### config.mk
export PLATFORM = sky130hd
export DESIGN_NAME = pipe_hazard_ctrl
export DESIGN_NICKNAME = d
export VERILOG_FILES = /design/src/rtl/pipe_hazard_ctrl.sv
export SDC_FILE = /design/constraint.sdc
export NUM_CORES = 1
export LEC_CHECK = 0
export CAP_MARGIN = 20
export CORE_UTILIZATION = 30
export DETAILED_ROUTE_END_ITERATION = 16
export HOLD_SLACK_MARGIN = 0.1
export PLACE_DENSITY_LB_ADDON = 0.1
export SKIP_CTS_REPAIR_TIMING = 1
export SYNTH_ARGS = -nofsm -noshare
export SYNTH_HDL_FRONTEND = slang
export SYNTH_SLANG_ARGS = --single-unit
### constraint.sdc
create_clock -name clk -period 4.5 [get_ports clk]
set_clock_uncertainty 0.15 [all_clocks]
set_input_delay 0.9 -clock clk [delete_from_list [all_inputs] [get_ports clk]]
set_output_delay 0.9 -clock clk [all_outputs]
set_load 0.02 [all_outputs]
### src/rtl/pipe_hazard_ctrl.sv
// Pipeline control for the LC-3b pipelined datapath: pipe-reg load enables, valid bits, PC load, stalls.
// Latency: enables/stalls are combinational from inputs and registered state; valid bits update on the next edge.
// Backpressure: D-mem wait holds PC and regs 0..MEM_IDX; a RAW hazard holds PC and reg 0; redirect flushes 0..BR_IDX.
module pipe_hazard_ctrl #(
   parameter int NUM_STAGES = 5,
   parameter int NUM_REGS   = 8,
   parameter int REG_W      = $clog2(NUM_REGS),
   parameter int MEM_IDX    = 2,
   parameter int BR_IDX     = 2,
   parameter int CNT_W      = 16
) (
   input  logic                  clk,
   input  logic                  reset_n,
   input  logic                  if_resp,
   input  logic [REG_W-1:0]      dec_src_a,
   input  logic                  dec_use_a,
   input  logic [REG_W-1:0]      dec_src_b,
   input  logic                  dec_use_b,
   input  logic [REG_W-1:0]      dec_dest,
   input  logic                  dec_wr,
   input  logic                  dec_set_cc,
   input  logic                  dec_use_cc,
   input  logic                  mem_req,
   input  logic                  mem_resp,
   input  logic                  redirect,
   output logic                  load_pc,
   output logic [NUM_STAGES-2:0] load_stage,
   output logic [NUM_STAGES-2:0] valid,
   output logic                  hazard,
   output logic                  mem_stall,
   output logic                  retire,
   output logic [CNT_W-1:0]      stall_count
);

   // Number of pipe registers; reg 0 is IF/ID, reg NP-1 feeds writeback.
   localparam int NP = NUM_STAGES - 1;

   // Valid bit per pipe reg, plus a shadow of {dest,wr,set_cc} for regs 1..NP-1.
   logic [NP-1:0]    r_valid;
   logic [REG_W-1:0] r_dest [NP-1:1];
   logic [NP-1:1]    r_wr;
   logic [NP-1:1]    r_cc;
   logic [CNT_W-1:0] r_stall_cnt;

   logic [NUM_REGS-1:0] w_pend;
   logic                w_cc_pend;
   logic                w_mem_stall;
   logic                w_raw;
   logic                w_hazard;
   logic                w_redirect;
   logic                w_load_pc;
   logic [NP-1:0]       w_load;
   logic [NP-1:0]       w_vnext;
   logic [REG_W-1:0]    w_dest_in [NP-1:1];
   logic [NP-1:1]       w_wr_in;
   logic [NP-1:1]       w_cc_in;

   // Pending-writer scoreboard: every occupied reg past decode, including writeback, blocks its dest and CC.
   always_comb begin
      w_pend    = '0;
      w_cc_pend = 1'b0;
      for (int k = 1; k < NP; k++) begin
         for (int r = 0; r < NUM_REGS; r++) begin
            if (r_valid[k] && r_wr[k] && (r_dest[k] == REG_W'(r))) begin
               w_pend[r] = 1'b1;
            end
         end
         if (r_valid[k] && r_cc[k]) begin
            w_cc_pend = 1'b1;
         end
      end
   end

   // Stall and redirect qualification; D-mem wait outranks everything, a deferred redirect waits for it.
   always_comb begin
      w_mem_stall = r_valid[MEM_IDX] & mem_req & ~mem_resp;
      w_raw       = r_valid[0] & ((dec_use_a  & w_pend[dec_src_a]) |
                                  (dec_use_b  & w_pend[dec_src_b]) |
                                  (dec_use_cc & w_cc_pend));
      w_hazard    = w_raw & ~w_mem_stall;
      w_redirect  = redirect & r_valid[BR_IDX] & ~w_mem_stall;
   end

   // Per-reg hold/bubble selection: mem_stall > redirect > hazard > normal fetch.
   always_comb begin
      w_load    = '1;
      w_vnext   = {r_valid[NP-2:0], if_resp};
      w_load_pc = if_resp;
      if (w_mem_stall) begin
         w_load_pc = 1'b0;
         for (int k = 0; k < NP; k++) begin
            if (k <= MEM_IDX) begin
               w_load[k]  = 1'b0;
               w_vnext[k] = r_valid[k];
            end else if (k == MEM_IDX + 1) begin
               w_vnext[k] = 1'b0;
            end
         end
      end else if (w_redirect) begin
         // Everything younger than the redirecting instr is squashed; it moves on to BR_IDX+1.
         w_load_pc = 1'b1;
         for (int k = 0; k < NP; k++) begin
            if (k <= BR_IDX) begin
               w_vnext[k] = 1'b0;
            end
         end
      end else if (w_hazard) begin
         w_load_pc  = 1'b0;
         w_load[0]  = 1'b0;
         w_vnext[0] = r_valid[0];
         w_vnext[1] = 1'b0;
      end
   end

   // Shadow data source for each reg: decode fields into reg 1, previous reg otherwise.
   always_comb begin
      w_dest_in[1] = dec_dest;
      w_wr_in[1]   = dec_wr;
      w_cc_in[1]   = dec_set_cc;
      for (int k = 2; k < NP; k++) begin
         w_dest_in[k] = r_dest[k-1];
         w_wr_in[k]   = r_wr[k-1];
         w_cc_in[k]   = r_cc[k-1];
      end
   end

   // Valid bits and shadow pipe; bubbles still load data but carry valid=0.
   always_ff @(posedge clk or negedge reset_n) begin
      if (!reset_n) begin
         r_valid <= '0;
         r_wr    <= '0;
         r_cc    <= '0;
         for (int k = 1; k < NP; k++) begin
            r_dest[k] <= '0;
         end
      end else begin
         r_valid <= w_vnext;
         for (int k = 1; k < NP; k++) begin
            if (w_load[k]) begin
               r_dest[k] <= w_dest_in[k];
               r_wr[k]   <= w_wr_in[k];
               r_cc[k]   <= w_cc_in[k];
            end
         end
      end
   end

   // Saturating count of cycles spent in either kind of stall.
   always_ff @(posedge clk or negedge reset_n) begin
      if (!reset_n) begin
         r_stall_cnt <= '0;
      end else if ((w_hazard || w_mem_stall) && (r_stall_cnt != '1)) begin
         r_stall_cnt <= r_stall_cnt + 1'b1;
      end
   end

   // Combinational outputs are held low while reset is asserted.
   always_comb begin
      load_pc     = reset_n & w_load_pc;
      load_stage  = w_load & {NP{reset_n}};
      hazard      = reset_n & w_hazard;
      mem_stall   = reset_n & w_mem_stall;
      valid       = r_valid;
      retire      = r_valid[NP-1];
      stall_count = r_stall_cnt;
   end

endmodule
# == After elaboration in Yosys (flattened, before gate mapping) ==
# Cells that the tools add are included.
# op_classes
eq_ne,23
mux,42
n_reduce_logical,36
addsub,1
magnitude_cmp,2
n_bitwise,17
# ops
op,count
$mux 1,37
$eq 3x3->1 const B,12
$logic_and 1x1->1,31
$eq 3x2->1 const B,6
$add 16x1->16 const B,1
$ne 16x16->1 const B,1
$and 1x1->1,12
$eq 3x1->1 const B,3
$logic_not 3->1,3
$lt 3x4->1 const B,2
$bmux 1 s3,2
$mux 2,3
$and 4x4->4,1
$ne 2x1->1 const B,1
$not 1->1,2
$or 1x1->1,2
$reduce_and 2->1,1
$logic_or 1x1->1,1
# word_totals
elab_cells,134
inputBits,20
register_bits,35
output_inout_bits,28

# == Longest topological paths before layout ==
# Gate-level depths: netlist (run 1).
# depth
depth_word,16
depth_mapped,9

# == Worst setup path after synthesis (run 1) ==
# OpenSTA, ideal clock, no wires.
# synth_path
path_kind,input-to-output
from,in dec_use_a
to,out load_pc
cell_stages,8
arrival_time_ns,2.520
setup_slack_ns,0.930
path_cell_list,nor2b_1 -> nor2b_1 -> o21ai_0 -> a22oi_2 -> nor4_4 -> a21boi_4 -> nand2b_1 -> a21boi_0
# synth_between
elab_chain_len,9
# synth_lines
item,line_no,rtl
"start, declared",16,"input logic dec_use_a,"
$and 1x1->1,77,w_raw = r_valid[0] & ((dec_use_a & w_pend[dec_src_a]) |
$or 1x1->1,77,
$or 1x1->1,78,(dec_use_b & w_pend[dec_src_b]) |
$and 1x1->1,77,
$and 1x1->1,80,w_hazard = w_raw & ~w_mem_stall;
$mux 1,107,end else if (w_hazard) begin
$mux 1,99,end else if (w_redirect) begin
$mux 1,89,if (w_mem_stall) begin
$and 1x1->1,159,load_pc = reset_n & w_load_pc;
"end, declared",26,"output logic load_pc,"
# Every way passes these cells.

# == Worst setup path in the final report (run 1) ==
# layout_path
from,in dec_src_a[1]
to,out load_pc
# layout_between
elab_chain_len,11
# layout_lines
item,line_no,rtl
"start, declared",15,"input logic [REG_W-1:0] dec_src_a,"
$bmux 1 s3,77,
$mux 1 (not written as such),77,
$and 1x1->1,77,
$or 1x1->1,77,
$or 1x1->1,78,
$and 1x1->1,77,
$and 1x1->1,80,
$mux 1,107,
$mux 1,99,
$mux 1,89,
$and 1x1->1,159,
# Every way passes these cells. The select of a mux whose other input is x is not followed.

==> flow_metrics.tcl, run 1 <==
set metrics [dict create \
    drt-vias-per-instance 4.95 \
    cts_max_level 2 \
    clk_path_buf_depth 2 \
    power_frac_comb_pct 39.6 \
    grt_pass1_vias 1758 \
    worstMarginPinSlew_ns 0.767 \
    ir_worst_vdd_v 0.000138 \
    synth-async-reset-ratio_pct 100 \
    power.density_mw_per_mm2 419 \
    drcViolationCount 0 \
    period_needed_ns 4.39 \
    synth_common_cells "nand2_1 (41), dfrtp_1 (35), xnor2_1 (15), nor2_1 (14), nor3_1 (10)" \
    io_pins 48 \
    synth_area_leaders "dfrtp_1 (42%), nand2_1 (7.4%), xnor2_1 (6.3%)" \
    total_leakage_power_nw 1.11 \
    finalHoldViolCount 0 \
    ys_types 44 \
    drtPass1Iterations 4 \
    synth_area_mm2 0.00207 \
    yosysSeqAreaShare_pct 42.2 \
    grt_pass1_wl_mm 8.82 \
    ys.flop_type "dfrtp_1" \
    power.share.clock_pct 19.2 \
    grt_use_total_pct 15.7 \
    drv_cap 0 \
    syn_nets 240 \
    clk_pin_slew_ns 0.07 \
    fp.dieW_um 85.1 \
    numPortBuffers 47 \
    placed_area_mm2 0.00264 \
    ant_nets 0 \
    p_int_mw 0.707 \
    crit_path_end_kind "primary output" \
    fin_area_mm2 0.00273 \
    vias 1734 \
    hold_ws_ns 0.262 \
    setup_ws_ns 0.114 \
    postRouteWirelength_mm 5.24 \
    fin_cells 350 \
    ys_warn_count 0 \
    synth.largest_area_cell "dfrtp_1" \
    place_ws_ns 0.0971 \
    rsz0062_at_grt "no" \
    max_clock_freq_mhz 228 \
    wire_per_inst_um 15.0 \
    syn_inst 219 \
    cts_root_buffer "clkbuf_8" \
    tns_ns 0 \
    row_count 29 \
    synth-seq-cells 35 \
    drive_gt1_share_pct 14.3 \
    die_area_mm2 0.00725 \
    areaGrowthSynthToFinish_pct 31.4 \
    p_sw_share_pct 38.0 \
    cts_tree "yes" \
    dpl.cell_count 342 \
    clk_latency_ns 0.28 \
    cts-buffers-inserted 5 \
    finalPower_mw 1.14 \
    synth_area_per_cell_um2 9.47 \
    setup-violations-final 0 \
    drt_iter0_markers 58 \
    clock-sinks 35 \
    dp.final_hpwl_mm 3.97 \
    antenna_found_initial 0 \
    coreArea_mm2 0.00649 \
    power.switching_mw 0.434 \
    drv_slew 0 \
    cp_data_arrival_time_ns 3.34 \
    slew_headroom_pct 48.8 \
    synthDominantCellAreaShare_pct 42.2 \
    place.gp.congestion 0.899 \
    yosys.cell_count.top_type "nand2_1" \
    crit_type "input port to primary output" \
    outcome "completed" \
    overflow 0 \
    die_y_um 85.1 \
    grt_max_degree 22 \
    synth_edf_count 0 \
    cp_max_fo 6 \
    worstHoldPathType "flip-flop to flip-flop" \
    num_antenna_cells 0 \
    crit_required_ns 3.45 \
    final_core_util_pct 42.0 \
    period_share_pct 97.5 \
    fin_nets 293 \
    sequentialPowerShare_pct 41.2 \
    initial_core_util_pct 31.9 \
    critical_path.startpoint_type "input port" \
]
## cell usage in the layout, fill, tap and decap left out, drive strengths merged, types with 2 or more instances in the layout
cell            n
a21boi          3
and2            5
and3            9
buf             9
clkbuf          5
clkdlybuf4s50  46
clkinv          3
dfrtp          35
inv             4
nand2          41
nand2b          7
nand3           9
nand3b          3
nor2           14
nor2b           4
nor3           10
nor3b           4
o2111ai         2
o211ai         13
o21ai           7
o22ai           6
o32ai           2
or2             2
xnor2          15
## critical path, cell delays in order
cell	delay, ns
clkdlybuf4s50_1	0.52
o41ai_2	0.40
a22oi_2	0.12
nor4_4	0.36
a21boi_4	0.12
nand2b_1	0.15
a21boi_0	0.15
clkdlybuf4s50_1	0.62
## per-layer routing
| layer | vias up | GRT usage (%) | share of wire, % |
|---|---|---|---|
| li1 | 876 | - | - |
| met5 | - | 0 | 0 |
| met2 | 35 | 22.1 | 42 |
| met4 | 0 | 5.70 | 1.7 |
| met1 | 814 | 23.1 | 53 |
| met3 | 9 | 3.99 | 3.7 |
## sequential cells by signal, indices dropped and copies added (netlist names)
signal       count
stall_count     16
r_dest           9
valid            4
r_cc             3
r_wr             3
## power by group through the flow
stage	combinational [mW]	clock, mW	sequential [mW]
6_report	0.452	0.219	0.471
5_1_grt	0.490	0.248	0.486
4_1_cts	0.457	0.230	0.472
3_5_place_dp	0.454	0	0.478
3_3_place_gp	0.453	0	0.476
2_1_floorplan	0.230	0	0.503
## final cells by class
class	instances	area (um2)
sequential	35	876
clock buffer	5	68.8
fill	657	3770
inverter	4	15.0
clock inverter	3	15.0
timing repair buffer	55	526
tap	77	96.3
multi-input combinational	171	1130
## logic make-up (layout without fill, tap and decap cells)
logic type / after synthesis / count (layout) / share of synthesized area, %
AOI/OAI and AO/OA: 41 / 41 / 18.9
DFF: 35 / 35 / 42.2
and+or+nand+nor: 113 / 113 / 27.9
buffers and inverters: 13 / 67 / 3.44
adders and majority gates: 1 / 1 / 0.603
muxes: 1 / 1 / 0.543
xor gates and xnor gates: 15 / 15 / 6.34
## final timing paths
check                                startpoint                           to  slack (ns)  cells after the start
setup reg to reg           valid[2]$_DFFE_PN0N_   stall_count[1]$_DFFE_PN0P_        1.73                      9
setup / recovery                   dec_src_a[1]                      load_pc        0.11                      8
hold / removal              r_cc[2]$_DFFE_PN0N_            r_cc[3]$_DFF_PN0_        0.26                      0
hold reg to reg             r_cc[2]$_DFFE_PN0N_            r_cc[3]$_DFF_PN0_        0.26                      0
min in group asynchronous               reset_n  stall_count[15]$_DFFE_PN0P_        0.46                      2
max in group asynchronous               reset_n            r_wr[3]$_DFF_PN0_        3.51                      2
No activity file was read; power rests on OpenSTA's default activity.
==> run 2: changes to the inputs <==
Settings changed: CORE_UTILIZATION 30 to 40.
==> run 2 against run 1 <==
Combinational power about the same; clock power up 34%; maximum frequency up 2.0%; sequential share of layout area about the same; sequential cell count unchanged; routed wire length down 5.7%; worst hold slack worse by 0.0076 ns; critical path depth up 2; non-clock buffer count down 4; global-route usage up 4.2 points; via count up 2.4%; critical endpoint is now load_stage[0].
==> flow_metrics.tcl, run 2 (synthesized netlist as in run 1, its figures left out) <==
set metrics [dict create \
    slew_headroom_pct 48.7 \
    cts_tree "yes" \
    max_clock_freq_mhz 233 \
    grt_pass1_wl_mm 8.18 \
    cts-buffers-inserted 5 \
    cts_max_level 2 \
    crit_type "input port to primary output" \
    final_common_cell "clkdlybuf4s50_1" \
    worstHoldPathType "flip-flop to flip-flop" \
    drv_cap 0 \
    rsz0062_at_grt "no" \
    worstMarginPinSlew_ns 0.768 \
    outcome "completed" \
    clk_path_buf_depth 2 \
    highest_layer "met4" \
    antenna_found_initial 0 \
    die_y_um 74.0 \
    num_antenna_cells 0 \
    clk_latency_ns 0.29 \
    vias 1776 \
    clk_pin_slew_ns 0.07 \
    wl_met1_mm 2.38 \
    place.gp.congestion 0.884 \
    tns_ns 0 \
    dp.final_hpwl_mm 3.55 \
    coreArea_mm2 0.00485 \
    period_needed_ns 4.30 \
    place_ws_ns 0.0282 \
    wire_per_inst_um 14.7 \
    die_area_mm2 0.00548 \
    fill_cells 448 \
    initial_core_util_pct 42.8 \
    row_count 25 \
    drive_gt1_share_pct 13.8 \
    cp_data_arrival_time_ns 3.25 \
    ant_nets 0 \
    overflow 0 \
    crit_required_ns 3.45 \
    wl_met2_mm 2.17 \
    ir_worst_vdd_v 0.000348 \
    finalHoldViolCount 0 \
    areaGrowthSynthToFinish_pct 31.6 \
    grt_use_total_pct 19.9 \
    io_pins 48 \
    fin_area_mm2 0.00273 \
    total_leakage_power_nw 1.12 \
    grt_max_degree 22 \
    drt-vias-per-instance 5.29 \
    cts_root_buffer "clkbuf_8" \
    clock-sinks 35 \
    drv_slew 0 \
    placed_area_mm2 0.00260 \
    drcViolationCount 0 \
    drtPass1Iterations 4 \
    largest_reg_flops 16 \
    cp_max_fo 4 \
    finalPower_mw 1.21 \
    hold_ws_ns 0.254 \
    critical_path.startpoint_type "input port" \
    mostFrequentLayoutCells "clkdlybuf4s50_1 (44), nand2_1 (41), dfrtp_1 (35)" \
    power.density_mw_per_mm2 445 \
    crit_path_end_kind "primary output" \
    fin_nets 289 \
    setup-violations-final 0 \
    numPortBuffers 47 \
    setup_ws_ns 0.201 \
    postRouteWirelength_mm 4.94 \
    drt_iter0_markers 161 \
    period_share_pct 95.5 \
    fp.dieW_um 74.0 \
    grt_pass1_vias 1730 \
    met3WireLength_um 324 \
]
==> run 2: cell types whose count changed in the layout (fill, tap and decap cells not counted), sizes merged <==
| cell | before | now |
|---|---|---|
| clkinv | 3 | 1 |
| bufinv | 0 | 1 |
| clkdlybuf4s50 | 46 | 44 |
| clkbuf | 5 | 6 |
| buf | 9 | 5 |
| dlymetal6s2s | 0 | 2 |
==> run 2: cell type report <==
class | instances | area, um2 | area share, %
Multi-Input combinational cell | 171 | 1140 | 41.6
Sequential cell | 35 | 876 | 32.1
Timing Repair Buffer | 51 | 500 | 18.3
Tap cell | 67 | 83.8 | 3.07
Clock buffer | 6 | 82.6 | 3.03
Clock inverter | 2 | 35.0 | 1.28
Inverter | 4 | 15.0 | 0.550
==> run 2: final timing paths <==
kind	to	depth (start not counted)	from	slack, ns
worst max-delay path	load_stage[0]	10	dec_use_a	0.20
min in group asynchronous	stall_count[13]$_DFFE_PN0P_	1	reset_n	0.40
max in group asynchronous	r_dest[2]$_DFFE_PN0N_	2	reset_n	3.17
worst max register to register	stall_count[1]$_DFFE_PN0P_	9	valid[3]$_DFF_PN0_	1.70
worst min-delay path	r_cc[3]$_DFF_PN0_	0	r_cc[2]$_DFFE_PN0N_	0.25
worst min register to register	r_cc[3]$_DFF_PN0_	0	r_cc[2]$_DFFE_PN0N_	0.25
==> run 2: metal layers <==
layer  vias up  GRT usage, %
met5         -             0
met4         0          7.05
met3         8          4.34
met2        66          30.4
met1       828          27.9
li1        874             -
==> run 2: through the flow <==
step	std cells	util (%)
finish	336	56.3
global route	336	56.3
CTS	336	56.0
detailed placement	328	53.6
global placement	328	53.6
floorplan	219	-
==> run 2: power by group <==
part	leakage (nW)	internal [mW]	total, mW	switching [mW]
sequential	0.441	0.384	0.468	0.0846
combinational	0.622	0.213	0.452	0.239
clock	0.0612	0.179	0.293	0.114
==> run 2: critical path, cell delays in order <==
cell             delay, ns
clkdlybuf4s50_1       0.49
nor2b_1               0.21
nor2b_2               0.20
o21ai_0               0.12
a22oi_2               0.25
nor4_4                0.08
a21boi_4              0.19
o21ai_0               0.09
and2_1                0.17
clkdlybuf4s50_1       0.53
==> run 3: changes to the inputs <==
==> constraint.sdc (replaced) <==
create_clock -name clk -period 4.5 [get_ports clk]
set_clock_uncertainty 0.15 [all_clocks]
set_input_delay 1.35 -clock clk [delete_from_list [all_inputs] [get_ports clk]]
set_output_delay 1.35 -clock clk [all_outputs]
set_load 0.02 [all_outputs]
==> run 3 against run 2 <==
Final area up 4.2%; clock-buffer cell count unchanged; utilization up 2.3 points; worst hold slack better by 0.0044 ns; maximum frequency down 0.86%; register-to-register slack worse by 0.02 ns; critical path depth down 3; clock power down 22%; first-iteration DRC count down 28%; sequential share of layout area down 1.3 points; total power down 4.4%; non-clock buffer count up 14; critical path type unchanged; largest power group unchanged.
==> flow_metrics.tcl, run 3 (synthesized netlist as in run 1, its figures left out) <==
set metrics [dict create \
    outcome "completed" \
    rsz0062_at_grt "no" \
    slew_headroom_pct 51.4 \
    clk_path_buf_depth 2 \
    die_y_um 74.0 \
    setup_ws_ns 0.164 \
    die_area_mm2 0.00548 \
    place_ws_ns -0.798 \
    total_leakage_power_nw 1.27 \
    postRouteWirelength_mm 4.99 \
    drcViolationCount 0 \
    power.density_mw_per_mm2 408 \
    vias 1816 \
    cp_max_fo 4 \
    fill_cells 455 \
    row_count 25 \
    clock-sinks 35 \
    antenna_found_initial 0 \
    r2r_slack_ns 1.68 \
    cp_data_arrival_time_ns 2.84 \
    fin_cells 349 \
    wire_per_inst_um 14.3 \
    crit_required_ns 3.00 \
    grt_pass1_vias 1779 \
    cp_top_family "simple AND/OR/NAND/NOR gates" \
    dp.final_hpwl_mm 3.72 \
    setup-violations-final 0 \
    max_clock_freq_mhz 231 \
    grt_use_total_pct 20.2 \
    finalHoldViolCount 0 \
    initial_core_util_pct 42.8 \
    final_core_util_pct 58.6 \
    place.gp.congestion 0.886 \
    coreArea_mm2 0.00485 \
    areaGrowthSynthToFinish_pct 37.1 \
    period_needed_ns 4.34 \
    worstHoldPathType "flip-flop to flip-flop" \
    tns_ns 0 \
    drv_slew 0 \
    crit_path_top_delay_cell "clkdlybuf4s50_1" \
    cts_tree "yes" \
    drive_gt1_share_pct 19.5 \
    overflow 0 \
    grt_pass1_wl_mm 8.29 \
    mostFrequentLayoutCells "nand2_1 (41), dfrtp_1 (35), clkdlybuf4s50_1 (33)" \
    crit_chain "clkdlybuf4s50_1 -> and2b_2 -> nor4_4 -> a21boi_4 -> nand2b_1 -> a21boi_1 -> buf_4" \
    period_share_pct 96.4 \
    fp.dieW_um 74.0 \
    largest_reg_flops 16 \
    numPortBuffers 47 \
    cts_max_level 2 \
    clk_latency_ns 0.28 \
    ant_nets 0 \
    slowest_delay_ns 0.40 \
    drt_iter0_markers 116 \
    num_antenna_cells 0 \
    io_pins 48 \
    cts-buffers-inserted 5 \
    drtPass1Iterations 4 \
    dpl.cell_count 342 \
    worstMarginPinSlew_ns 0.727 \
    clk_pin_slew_ns 0.07 \
    drt-vias-per-instance 5.20 \
    crit_path_end_kind "primary output" \
    fin_area_mm2 0.00284 \
    critical_path.startpoint_type "input port" \
    final_common_cell "nand2_1" \
    fin_nets 303 \
    grt_max_degree 27 \
    cts_root_buffer "clkbuf_8" \
    placed_area_mm2 0.00270 \
    crit_buf_inv 2 \
    crit_type "input port to primary output" \
    drv_cap 0 \
    ir_worst_vdd_v 0.000317 \
]
run 3: cell count changes in the layout (fill, tap and decap cells not counted), moves of 2 or more:
cell	before	now
buf_4	4	20
clkdlybuf4s50_1	44	33
dlymetal6s2s_1	2	10
nor2b_4	0	2
o21ai_0	6	4
run 3: layout make-up:
cell class	count	area [um2]	share of cell area, %
clock buffer	6	82.6	2.90
tap	67	83.8	2.95
multi-input combinational	171	1160	41.0
inverter	4	15.0	0.528
clock inverter	1	5.00	0.176
timing repair buffer	65	616	21.7
sequential	35	876	30.8
run 3: where the power goes:
part           internal, mW  switching [mW]  total (mW)  leakage, nW
sequential            0.384          0.0872       0.471        0.441
combinational         0.222           0.239       0.460        0.786
clock                 0.120           0.109       0.229       0.0470
run 3: worst paths after layout:
kind | start | end | cells after the start
max in group asynchronous | reset_n | r_dest[2]$_DFFE_PN0N_ | 3
worst max-delay path | dec_use_cc | load_pc | 7
worst min register to register | r_cc[2]$_DFFE_PN0N_ | r_cc[3]$_DFF_PN0_ | 0
worst min-delay path | r_cc[2]$_DFFE_PN0N_ | r_cc[3]$_DFF_PN0_ | 0
min in group asynchronous | reset_n | r_cc[1]$_DFFE_PN0N_ | 2
worst max register to register | valid[3]$_DFF_PN0_ | stall_count[1]$_DFFE_PN0P_ | 9
run 3: worst register-to-register path, stage by stage, from the launching register on:
cell and delay (ns):
dfrtp_1 0.44, nand3_1 0.21, o32ai_1 0.45, nor3_1 0.10, o21ai_0 0.17, nand4_1 0.23
a21boi_4 0.24, buf_4 0.26, o21ai_2 0.11, mux2_1 0.34
run 3: metal layers:
metal | vias to the layer above | wire length [um] | GRT usage [%]
met5 | - | 0 | 0
met4 | 0 | 53 | 5.77
met3 | 5 | 254 | 5.01
met2 | 55 | 2210 | 31.1
met1 | 858 | 2480 | 28.2
li1 | 898 | - | -
run 3: metrics by stage:
stage	hold WS (ns)	total power [mW]
6_report	0.258	1.16
5_1_grt	0.275	1.23
4_1_cts	0.253	1.17
3_5_place_dp	0.247	0.931
3_3_place_gp	0.233	0.930
2_1_floorplan	0.224	0.733
